$ cat src/rtl/cpu_pkg.sv
// Shared CPU definitions used by the fetch and decode stages.
// The VEC_HI/VEC_LO fetch states exist only when FETCH_INT_VECTOR_EN is defined.
package cpu_pkg;

  localparam logic [4:0]  OP_LDM  = 5'b10001;
  localparam logic [4:0]  OP_SHL  = 5'b10100;
  localparam logic [4:0]  OP_SHR  = 5'b10101;
  localparam logic [15:0] NOP_ENC = 16'h4000;

  typedef enum logic [2:0] {
    BOOT_HI = 3'd0,
    BOOT_LO = 3'd1,
    RUN     = 3'd2,
    IMM     = 3'd3
`ifdef FETCH_INT_VECTOR_EN
    ,
    VEC_HI  = 3'd4,
    VEC_LO  = 3'd5
`endif
  } fetch_state_t;

  // True for opcodes that carry a second (immediate) word.
  function automatic logic is_two_word(input logic [15:0] word);
    logic r;
    case (word[15:11])
      OP_LDM, OP_SHL, OP_SHR: r = 1'b1;
      default:                r = 1'b0;
    endcase
    return r;
  endfunction

endpackage

$ cat src/rtl/fetch_stage_if.sv
// Instruction-memory bus and IF/ID pipeline outputs of the fetch stage.
interface fetch_stage_if;

  logic [31:0] imem_addr;
  logic [15:0] imem_data;
  logic [15:0] if_id_instr;
  logic [15:0] if_id_imm;
  logic [31:0] if_id_pc;
  logic        if_id_valid;

  // Fetch side: drives the memory address and the IF/ID register.
  modport master (
    output imem_addr,
    input  imem_data,
    output if_id_instr,
    output if_id_imm,
    output if_id_pc,
    output if_id_valid
  );

  // Memory/decode side.
  modport slave (
    input  imem_addr,
    output imem_data,
    input  if_id_instr,
    input  if_id_imm,
    input  if_id_pc,
    input  if_id_valid
  );

endinterface

$ cat src/rtl/fetch_stage_if_id_reg.sv
// IF/ID pipeline register: hold keeps everything, bubble injects a NOP
// while leaving the recorded pc untouched, otherwise loads a valid entry.
module if_id_reg
  import cpu_pkg::*;
#(
  parameter logic [15:0] NOP_WORD = NOP_ENC
) (
  input  logic        clk,
  input  logic        reset,
  input  logic        hold,
  input  logic        bubble,
  input  logic [15:0] d_instr,
  input  logic [15:0] d_imm,
  input  logic [31:0] d_pc,
  output logic [15:0] q_instr,
  output logic [15:0] q_imm,
  output logic [31:0] q_pc,
  output logic        q_valid
);

  // IF/ID stage boundary: hold, bubble or load.
  always_ff @(posedge clk or posedge reset) begin
    if (reset) begin
      q_instr <= NOP_WORD;
      q_imm   <= '0;
      q_pc    <= '0;
      q_valid <= 1'b0;
    end else if (!hold) begin
      if (bubble) begin
        q_instr <= NOP_WORD;
        q_imm   <= '0;
        q_valid <= 1'b0;
      end else begin
        q_instr <= d_instr;
        q_imm   <= d_imm;
        q_pc    <= d_pc;
        q_valid <= 1'b1;
      end
    end
  end

endmodule

$ cat src/rtl/fetch_stage.sv
// Instruction-fetch stage: owns the PC, boots from the reset vector,
// assembles two-word instructions and feeds the IF/ID register.
// Optional interrupt-vector fetch is compiled in with FETCH_INT_VECTOR_EN.
module fetch_stage
  import cpu_pkg::*;
#(
  parameter logic [31:0] RESET_VEC_ADDR = 32'd0,
  parameter logic [31:0] INT_VEC_ADDR   = 32'd2,
  parameter logic [15:0] NOP_WORD       = NOP_ENC
) (
  input  logic          clk,
  input  logic          reset,
  input  logic          stall,
  input  logic          flush,
  input  logic          jump_taken,
  input  logic [31:0]   jump_target,
  input  logic          pc_mem_valid,
  input  logic [31:0]   pc_mem,
  input  logic          int_vec_load,
  fetch_stage_if.master bus
);

  fetch_state_t state;
  logic [31:0]  pc;
  logic [31:0]  pc_inc;
  logic [15:0]  hold_instr_p0;
  logic [31:0]  hold_pc_p0;
  logic         redirect;
  logic         vec_req;

  logic         id_hold;
  logic         id_bubble;
  logic [15:0]  id_instr;
  logic [15:0]  id_imm;
  logic [31:0]  id_pc;

  assign pc_inc   = pc + 32'd1;
  assign redirect = pc_mem_valid | jump_taken;

`ifdef FETCH_INT_VECTOR_EN
  assign vec_req = int_vec_load;
`else
  logic unused_vec;
  assign vec_req    = 1'b0;
  assign unused_vec = ^{int_vec_load, INT_VEC_ADDR};
`endif

  // Memory address follows the FSM: vector halves while booting, pc otherwise.
  always_comb begin
    bus.imem_addr = pc;
    case (state)
      BOOT_HI: bus.imem_addr = RESET_VEC_ADDR;
      BOOT_LO: bus.imem_addr = RESET_VEC_ADDR + 32'd1;
`ifdef FETCH_INT_VECTOR_EN
      VEC_HI:  bus.imem_addr = INT_VEC_ADDR;
      VEC_LO:  bus.imem_addr = INT_VEC_ADDR + 32'd1;
`endif
      default: bus.imem_addr = pc;
    endcase
  end

  // IF/ID control: redirects beat stall, stall beats flush.
  always_comb begin
    id_hold   = 1'b0;
    id_bubble = 1'b0;
    id_instr  = bus.imem_data;
    id_imm    = '0;
    id_pc     = pc;
    if (redirect || vec_req) begin
      id_bubble = 1'b1;
    end else if (stall) begin
      id_hold = 1'b1;
    end else if (flush) begin
      id_bubble = 1'b1;
    end else begin
      case (state)
        RUN: id_bubble = is_two_word(bus.imem_data);
        IMM: begin
          id_instr = hold_instr_p0;
          id_imm   = bus.imem_data;
          id_pc    = hold_pc_p0;
        end
        default: id_bubble = 1'b1;
      endcase
    end
  end

  // PC / fetch FSM with the two-word holding registers.
  always_ff @(posedge clk or posedge reset) begin
    if (reset) begin
      state         <= BOOT_HI;
      pc            <= RESET_VEC_ADDR;
      hold_instr_p0 <= '0;
      hold_pc_p0    <= '0;
    end else if (pc_mem_valid) begin
      pc            <= pc_mem;
      state         <= RUN;
      hold_instr_p0 <= '0;
      hold_pc_p0    <= '0;
    end else if (jump_taken) begin
      pc            <= jump_target;
      state         <= RUN;
      hold_instr_p0 <= '0;
      hold_pc_p0    <= '0;
`ifdef FETCH_INT_VECTOR_EN
    end else if (int_vec_load) begin
      state         <= VEC_HI;
      hold_instr_p0 <= '0;
      hold_pc_p0    <= '0;
`endif
    end else if (!stall) begin
      case (state)
        BOOT_HI: begin
          pc[31:16] <= bus.imem_data;
          state     <= BOOT_LO;
        end
        BOOT_LO: begin
          pc[15:0] <= bus.imem_data;
          state    <= RUN;
        end
        RUN: begin
          pc <= pc_inc;
          if (!flush && is_two_word(bus.imem_data)) begin
            hold_instr_p0 <= bus.imem_data;
            hold_pc_p0    <= pc;
            state         <= IMM;
          end
        end
        IMM: begin
          // Immediate consumed (or dropped on flush) either way.
          pc            <= pc_inc;
          state         <= RUN;
          hold_instr_p0 <= '0;
          hold_pc_p0    <= '0;
        end
`ifdef FETCH_INT_VECTOR_EN
        VEC_HI: begin
          pc[31:16] <= bus.imem_data;
          state     <= VEC_LO;
        end
        VEC_LO: begin
          pc[15:0] <= bus.imem_data;
          state    <= RUN;
        end
`endif
        default: state <= BOOT_HI;
      endcase
    end
  end

  if_id_reg #(
    .NOP_WORD (NOP_WORD)
  ) u_if_id (
    .clk     (clk),
    .reset   (reset),
    .hold    (id_hold),
    .bubble  (id_bubble),
    .d_instr (id_instr),
    .d_imm   (id_imm),
    .d_pc    (id_pc),
    .q_instr (bus.if_id_instr),
    .q_imm   (bus.if_id_imm),
    .q_pc    (bus.if_id_pc),
    .q_valid (bus.if_id_valid)
  );

endmodule

$ cat src/flat_wrapper.sv
// flat-port wrapper written by rule: the top's interface ports become plain ports
module fetch_stage_flat import cpu_pkg::*;
#(
  parameter logic [31:0] RESET_VEC_ADDR = 32'd0,
  parameter logic [31:0] INT_VEC_ADDR   = 32'd2,
  parameter logic [15:0] NOP_WORD       = NOP_ENC
)
  (clk, reset, stall, flush, jump_taken, jump_target, pc_mem_valid, pc_mem, int_vec_load, bus_imem_addr, bus_imem_data, bus_if_id_instr, bus_if_id_imm, bus_if_id_pc, bus_if_id_valid);
  fetch_stage_if bus_i ();
  input  logic clk;
  input  logic reset;
  input  logic stall;
  input  logic flush;
  input  logic jump_taken;
  input  logic [31:0] jump_target;
  input  logic pc_mem_valid;
  input  logic [31:0] pc_mem;
  input  logic int_vec_load;
  output wire logic [$bits(bus_i.imem_addr)-1:0] bus_imem_addr;
  input wire logic [$bits(bus_i.imem_data)-1:0] bus_imem_data;
  output wire logic [$bits(bus_i.if_id_instr)-1:0] bus_if_id_instr;
  output wire logic [$bits(bus_i.if_id_imm)-1:0] bus_if_id_imm;
  output wire logic [$bits(bus_i.if_id_pc)-1:0] bus_if_id_pc;
  output wire logic [$bits(bus_i.if_id_valid)-1:0] bus_if_id_valid;
  assign bus_imem_addr = bus_i.imem_addr;
  assign bus_i.imem_data = bus_imem_data;
  assign bus_if_id_instr = bus_i.if_id_instr;
  assign bus_if_id_imm = bus_i.if_id_imm;
  assign bus_if_id_pc = bus_i.if_id_pc;
  assign bus_if_id_valid = bus_i.if_id_valid;
  fetch_stage #(.RESET_VEC_ADDR(RESET_VEC_ADDR), .INT_VEC_ADDR(INT_VEC_ADDR), .NOP_WORD(NOP_WORD)) u_core (.clk(clk), .reset(reset), .stall(stall), .flush(flush), .jump_taken(jump_taken), .jump_target(jump_target), .pc_mem_valid(pc_mem_valid), .pc_mem(pc_mem), .int_vec_load(int_vec_load), .bus(bus_i));
endmodule
$ cat config.mk
export PLATFORM = sky130hd
export DESIGN_NAME = fetch_stage_flat
export DESIGN_NICKNAME = d
export VERILOG_FILES = /design/src/rtl/cpu_pkg.sv /design/src/rtl/fetch_stage_if.sv /design/src/rtl/fetch_stage_if_id_reg.sv /design/src/rtl/fetch_stage.sv /design/src/flat_wrapper.sv
export SDC_FILE = /design/constraint.sdc
export NUM_CORES = 1
export LEC_CHECK = 0
export BUFFER_PORTS_ARGS = -buffer_cell sky130_fd_sc_hd__buf_2
export CORE_MARGIN = 5
export CORE_UTILIZATION = 44
export DETAILED_ROUTE_END_ITERATION = 16
export GPL_ROUTABILITY_DRIVEN = 0
export GPL_TIMING_DRIVEN = 0
export PLACE_DENSITY = 0.7
export SYNTH_ARGS = -nofsm -noshare
export SYNTH_HDL_FRONTEND = slang
export SYNTH_SLANG_ARGS = --single-unit
export TNS_END_PERCENT = 10
$ cat constraint.sdc
create_clock -name clk -period 4.4 [get_ports clk]
set_input_delay 0.66 -clock clk [delete_from_list [all_inputs] [get_ports clk]]
set_output_delay 0.66 -clock clk [all_outputs]
set_load 0.02 [all_outputs]
==> After elaboration in Yosys (flattened, before gate mapping) <==
Index checks and enable logic that the tools add are counted.
{ "op_classes": {"add_sub_neg": 1, "eq_ne": 8, "n_mux": 47, "bitwise": 3, "n_reduce_logical": 14} }
{ "ops": {"columns": ["cell", "n"], "rows": [
  ["$mux 32", 11],
  ["$mux 16", 14],
  ["$pmux 32 s2", 2],
  ["$pmux 16 s2", 3],
  ["$add 32x1->32 const B", 1],
  ["$eq 5x5->1 const B", 3],
  ["$mux 3", 4],
  ["$reduce_bool 4->1", 3],
  ["$mux 1", 11],
  ["$pmux 3 s3", 1],
  ["$reduce_and 2->1", 4],
  ["$eq 3x2->1 const B", 2],
  ["$ne 4x3->1 const B", 1],
  ["$reduce_or 2->1", 2],
  ["$eq 3x1->1 const B", 1],
  ["$logic_not 3->1", 1],
  ["$ne 3x1->1 const B", 1],
  ["$reduce_and 3->1", 1],
  ["$reduce_or 3->1", 1],
  ["$not 1->1", 2],
  ["$pmux 1 s2", 1],
  ["$logic_and 1x1->1", 1],
  ["$logic_not 1->1", 1],
  ["$or 1x1->1", 1]
]} }
{ "totals": {"ff_bits": 148, "in_bits": 87, "out_inout_bits": 97, "elab_cells": 82} }

==> Depth between registers and ports, before layout <==
{ "logic_depth": {"word_depth": 13, "ltp_mapped": 8, "mapped_depth_nobuf": 6} }

==> Modules after synthesis <==
From an unflattened synthesis, not the netlist that was laid out.
{ "unflattened": {"hier_cells": 853, "hier_area_um2": 8221.6} }
{ "by_module_without_submodules": {"columns": ["mod", "n_inst", "cells_per_inst", "area_per_inst_um2", "seq_area_each_um2"], "rows": [
  ["fetch_stage", 1, 709, 5713.0, 2052.0],
  ["if_id_reg", 1, 144, 2508.7, 1627.8]
]} }

==> Least setup slack after synthesis <==
No wires, ideal clock.
{ "synth_path": {"kind": "reg-to-output", "startpoint": "register u_core.state[1]", "endpoint": "output bus_imem_addr[10]", "arrival_ps": 1637, "t_required_ps": 3740, "path_slack_ps": 2103, "path_stages_with_launch": 7, "path_buffers": 4, "path_cell_list": "dfrtp_1 -> buf_2 -> clkinv_1 -> clkbuf_1 -> buf_1 -> clkbuf_1 -> nor2_1"} }
{ "synth_between": {"elab_chain_cells": 2, "elab_cells_between_ends": 3, "cone_classes": "eq/ne: 1; mux: 1; reduce/logical: 1"} }
{ "synth_lines": {"columns": ["element", "line", "text"], "rows": [
  ["from (decl)", "fetch_stage.sv:23", "fetch_state_t state;"],
  ["from (signal assigned)", "fetch_stage.sv:91", "state <= BOOT_HI;"],
  ["from (signal assigned)", "fetch_stage.sv:97", "state <= RUN;"],
  ["from (signal assigned)", "fetch_stage.sv:102", "state <= RUN;"],
  ["$eq 3x1->1 or $logic_not 3->1 (tied branches)", "fetch_stage.sv:51", "case (state)"],
  ["$pmux 32 s2 (*)", "fetch_stage.sv:51", null],
  ["to (decl)", "flat_wrapper.sv:19", "output wire logic [$bits(bus_i.imem_addr)-1:0] bus_imem_addr;"]
]} }
Mark *: on every way between the ends. The rest lies on a longest branch, timed or not.

==> Final worst setup path <==
{ "layout_path": {"startpoint": "register u_core.state[1]", "endpoint": "output bus_imem_addr[20]"} }
Same word-level chain as after synthesis.

==> results.toml <==
[floorplanning]
num_rows = 49
start_util_pct = 44.5
die_h_um = 145
die_w_um = 145
die-area_um2 = 20900
core_um2 = 17900
top_level_ports = 184

[timing]
fin_setup_tns_ns = 0
finalSetupViolCount = 0
rsz0062_at_grt = "false"
relSlewSlack_pct = 38.1
fin_hold_ws_ns = 0.392
fin_skew_ns = 0.0101
tightest_slew_ns = 0.925
slew_viol_final = 0
hold_violations = 0
fin_crit_sh_pct = 84.0
fin_crit_ns = 3.69
fmax_mhz = 271

[clock_tree]
clock-sinks = 147
clk_latency_ns = 0.43
cts_max_level = 4
clk_pin_slew_ns = 0.06
cts-root-buf = "clkbuf_16"
post-cts-setup-buffers = 0
hold_buffers = 0
cts_buffer_depth = 2
cts_resized = 0
cts_tree = "yes"
cts_buffers = 17

[pwr]
power_density_nw_per_um2 = 384
max-vdd-ir-drop_mv = 0.283
cellLeakagePower_nw = 4.81

[synth]
yosysWarnings = 0
ys_top_cells_by_count = "dfrtp_1 (146), nand2_1 (104), o21ai_0 (69), nor2_1 (62), clkbuf_1 (59)"
ys_async_sr_fraction_pct = 100
ys_types = 60
avgSynthCellArea_um2 = 9.00
syn_area_um2 = 7970
synth_flop_cell = "dfrtp_1"
synth.most_common_cell = "dfrtp_1"
ys_ff_latch = 147
yosys.area.top_type_share_pct = 45.9
yosys.area.top_type = "dfrtp_1"
synth_nets = 973
synth-seq-area-share_pct = 46.2
ys_top_cells_by_area = "dfrtp_1 (46%), mux2i_1 (7.0%), nand2_1 (4.9%)"
synthCells = 885
synth_edf_count = 0

[setup_path]
setup.worst_path.end_class = "output port"
cp_top_family = "buffers and inverters"
cp.arrival_ns = 3.03
critPathLaunchType = "register"
worstSetupPathType = "register to output port"
path_cells = "buf_2 > clkinv_1 > clkbuf_1 > buf_1 > clkbuf_1 > nor2_1 > buf_2"
cp_max_fo = 10
slowest_stage = "buf_1"
timing.critical_path.required_ns = 3.74
slowest_delay_ns = 0.55
critical_path_buf_inv_count = 6

[finish]
nFillCells = 1714
utilization_pct = 55.0
drive_above_1_share_pct = 21.8
finalNetCount = 1177
syn2layout_area_growth_pct = 23.5
register_area_um2 = 3680
multi_input_area_um2 = 3840
final_cells = 1334

[place]
io_buffer_count = 182
post-place-cells = 1299
dp_hpwl_um = 22300

[global_route]
grt_max_degree = 41
grt.overflow.total = 0
grt_usage_pct = 28.8
grt_pass1_wl_um = 46100
grt_pass1_vias = 8202
antenna_found_initial = 1

[drt]
drt-initial-drc-count = 946
wire_per_inst_um = 22.4
routed_via_density = 6.20
drtPass1Iterations = 7
drc = 0
detail-route-antenna-nets = 0
drt-total-wl_um = 29900
vias = 8268

[flow_run]
drv_cap = 0

[run_status]
status = "complete, no violations"

[worst_hold_path]
hp-class = "primary input to async pin"
## per-stage QoR
step,power [mW],setup WS [ns],instance area [um^2]
CTS,3.78,0.767,9830
global placement,2.28,0.837,9170
global route,3.93,0.636,9830
floorplan,1.99,1.89,7970
finish,3.78,0.705,9840
detailed placement,2.30,1.27,9230
## flip-flops by register name, summed over array words and instances (netlist names)
signal / count
u_core.hold_instr_p0: 16
u_core.hold_pc_p0: 32
u_core.pc: 32
u_core.state: 2
u_core.u_if_id.q_imm: 16
u_core.u_if_id.q_instr: 16
u_core.u_if_id.q_pc: 32
u_core.u_if_id.q_valid: 1
## cells in the final DEF, fill, tap and decap left out, types with 4 or more instances in the layout
| cell | count |
|---|---|
| a2111oi_0 | 4 |
| a211oi_1 | 8 |
| a21oi_1 | 39 |
| a221o_1 | 6 |
| a221oi_1 | 5 |
| a22o_1 | 15 |
| a22oi_1 | 9 |
| a31oi_1 | 9 |
| and2_1 | 7 |
| and3_1 | 9 |
| and4_1 | 6 |
| buf_1 | 5 |
| buf_2 | 191 |
| clkbuf_1 | 59 |
| clkbuf_16 | 17 |
| clkbuf_8 | 4 |
| clkinvlp_4 | 4 |
| dfrtp_1 | 146 |
| inv_1 | 32 |
| mux2i_1 | 56 |
| nand2_1 | 104 |
| nand2b_1 | 9 |
| nand3_1 | 52 |
| nand4_1 | 24 |
| nor2_1 | 62 |
| nor2b_1 | 5 |
| nor3_1 | 14 |
| nor4_1 | 7 |
| o211ai_1 | 9 |
| o21ai_0 | 69 |
| o21ai_1 | 4 |
| o22ai_1 | 8 |
| o31ai_1 | 5 |
| o41ai_1 | 32 |
| or3_1 | 5 |
| xnor2_1 | 6 |
## path summary, 6_finish.rpt
kind,startpoint,end,slack [ns],depth (start not counted)
min,reset,u_core.hold_instr_p0[10],0.39,2
min in group clk,pc_mem[22],u_core.pc[22],0.47,3
min reg2reg,u_core.u_if_id.q_pc[27],u_core.u_if_id.q_pc[27],0.47,2
max,u_core.state[1],bus_imem_addr[20],0.71,7
max reg2reg,u_core.state[0],u_core.hold_pc_p0[19],1.90,5
max in group asynchronous,reset,u_core.pc[24],2.80,5
## layer usage
layer  part of all wire (%)  wire (um)  vias up  track usage [%]
met1                     40      12000     3950             38.5
met4                    3.4       1020        0             11.4
met5                      0          0        -                0
li1                       -          -     3683                -
met3                     12       3450       84             7.61
met2                     45      13400      551             45.0
## report_power, final
group	switching [mW]	total (mW)	leakage, nW	internal, mW
Clock	0.597	1.49	0.292	0.896
Combinational	0.490	0.732	2.59	0.242
Sequential	0.0935	1.55	1.93	1.46
## worst reg2reg max path, stage by stage, from the launching register on
cell	delay, ns
dfrtp_1	0.45
clkbuf_1	0.33
o21ai_1	0.76
clkbuf_1	0.60
nand3_1	0.17
o41ai_1	0.10
## cell type report
cell class                      instances  share of cell area (%)
Antenna cell                            3                  0.0763
Buffer                                 76                    3.13
Clock buffer                           21                    4.88
Clock inverter                         11                    1.26
Inverter                               36                    1.41
Multi-Input combinational cell        626                    39.1
Sequential cell                       147                    37.4
Tap cell                              229                    2.91
Timing Repair Buffer                  185                    9.87
## logic make-up (layout without fill, tap and decap cells)
kind of cell	Yosys count	in the layout	synth area share [%]
other	0	3	0
flip-flops	147	147	46.2
AND/OR/NAND/NOR	312	312	18.8
buffers and inverters	112	329	5.56
AO/OA/AOI/OAI	250	250	21.4
adder cells (fa/ha/maj)	1	1	0.157
multiplexers	57	57	7.18
XOR/XNOR	6	6	0.660
No activity file was read; power rests on OpenSTA's default activity.
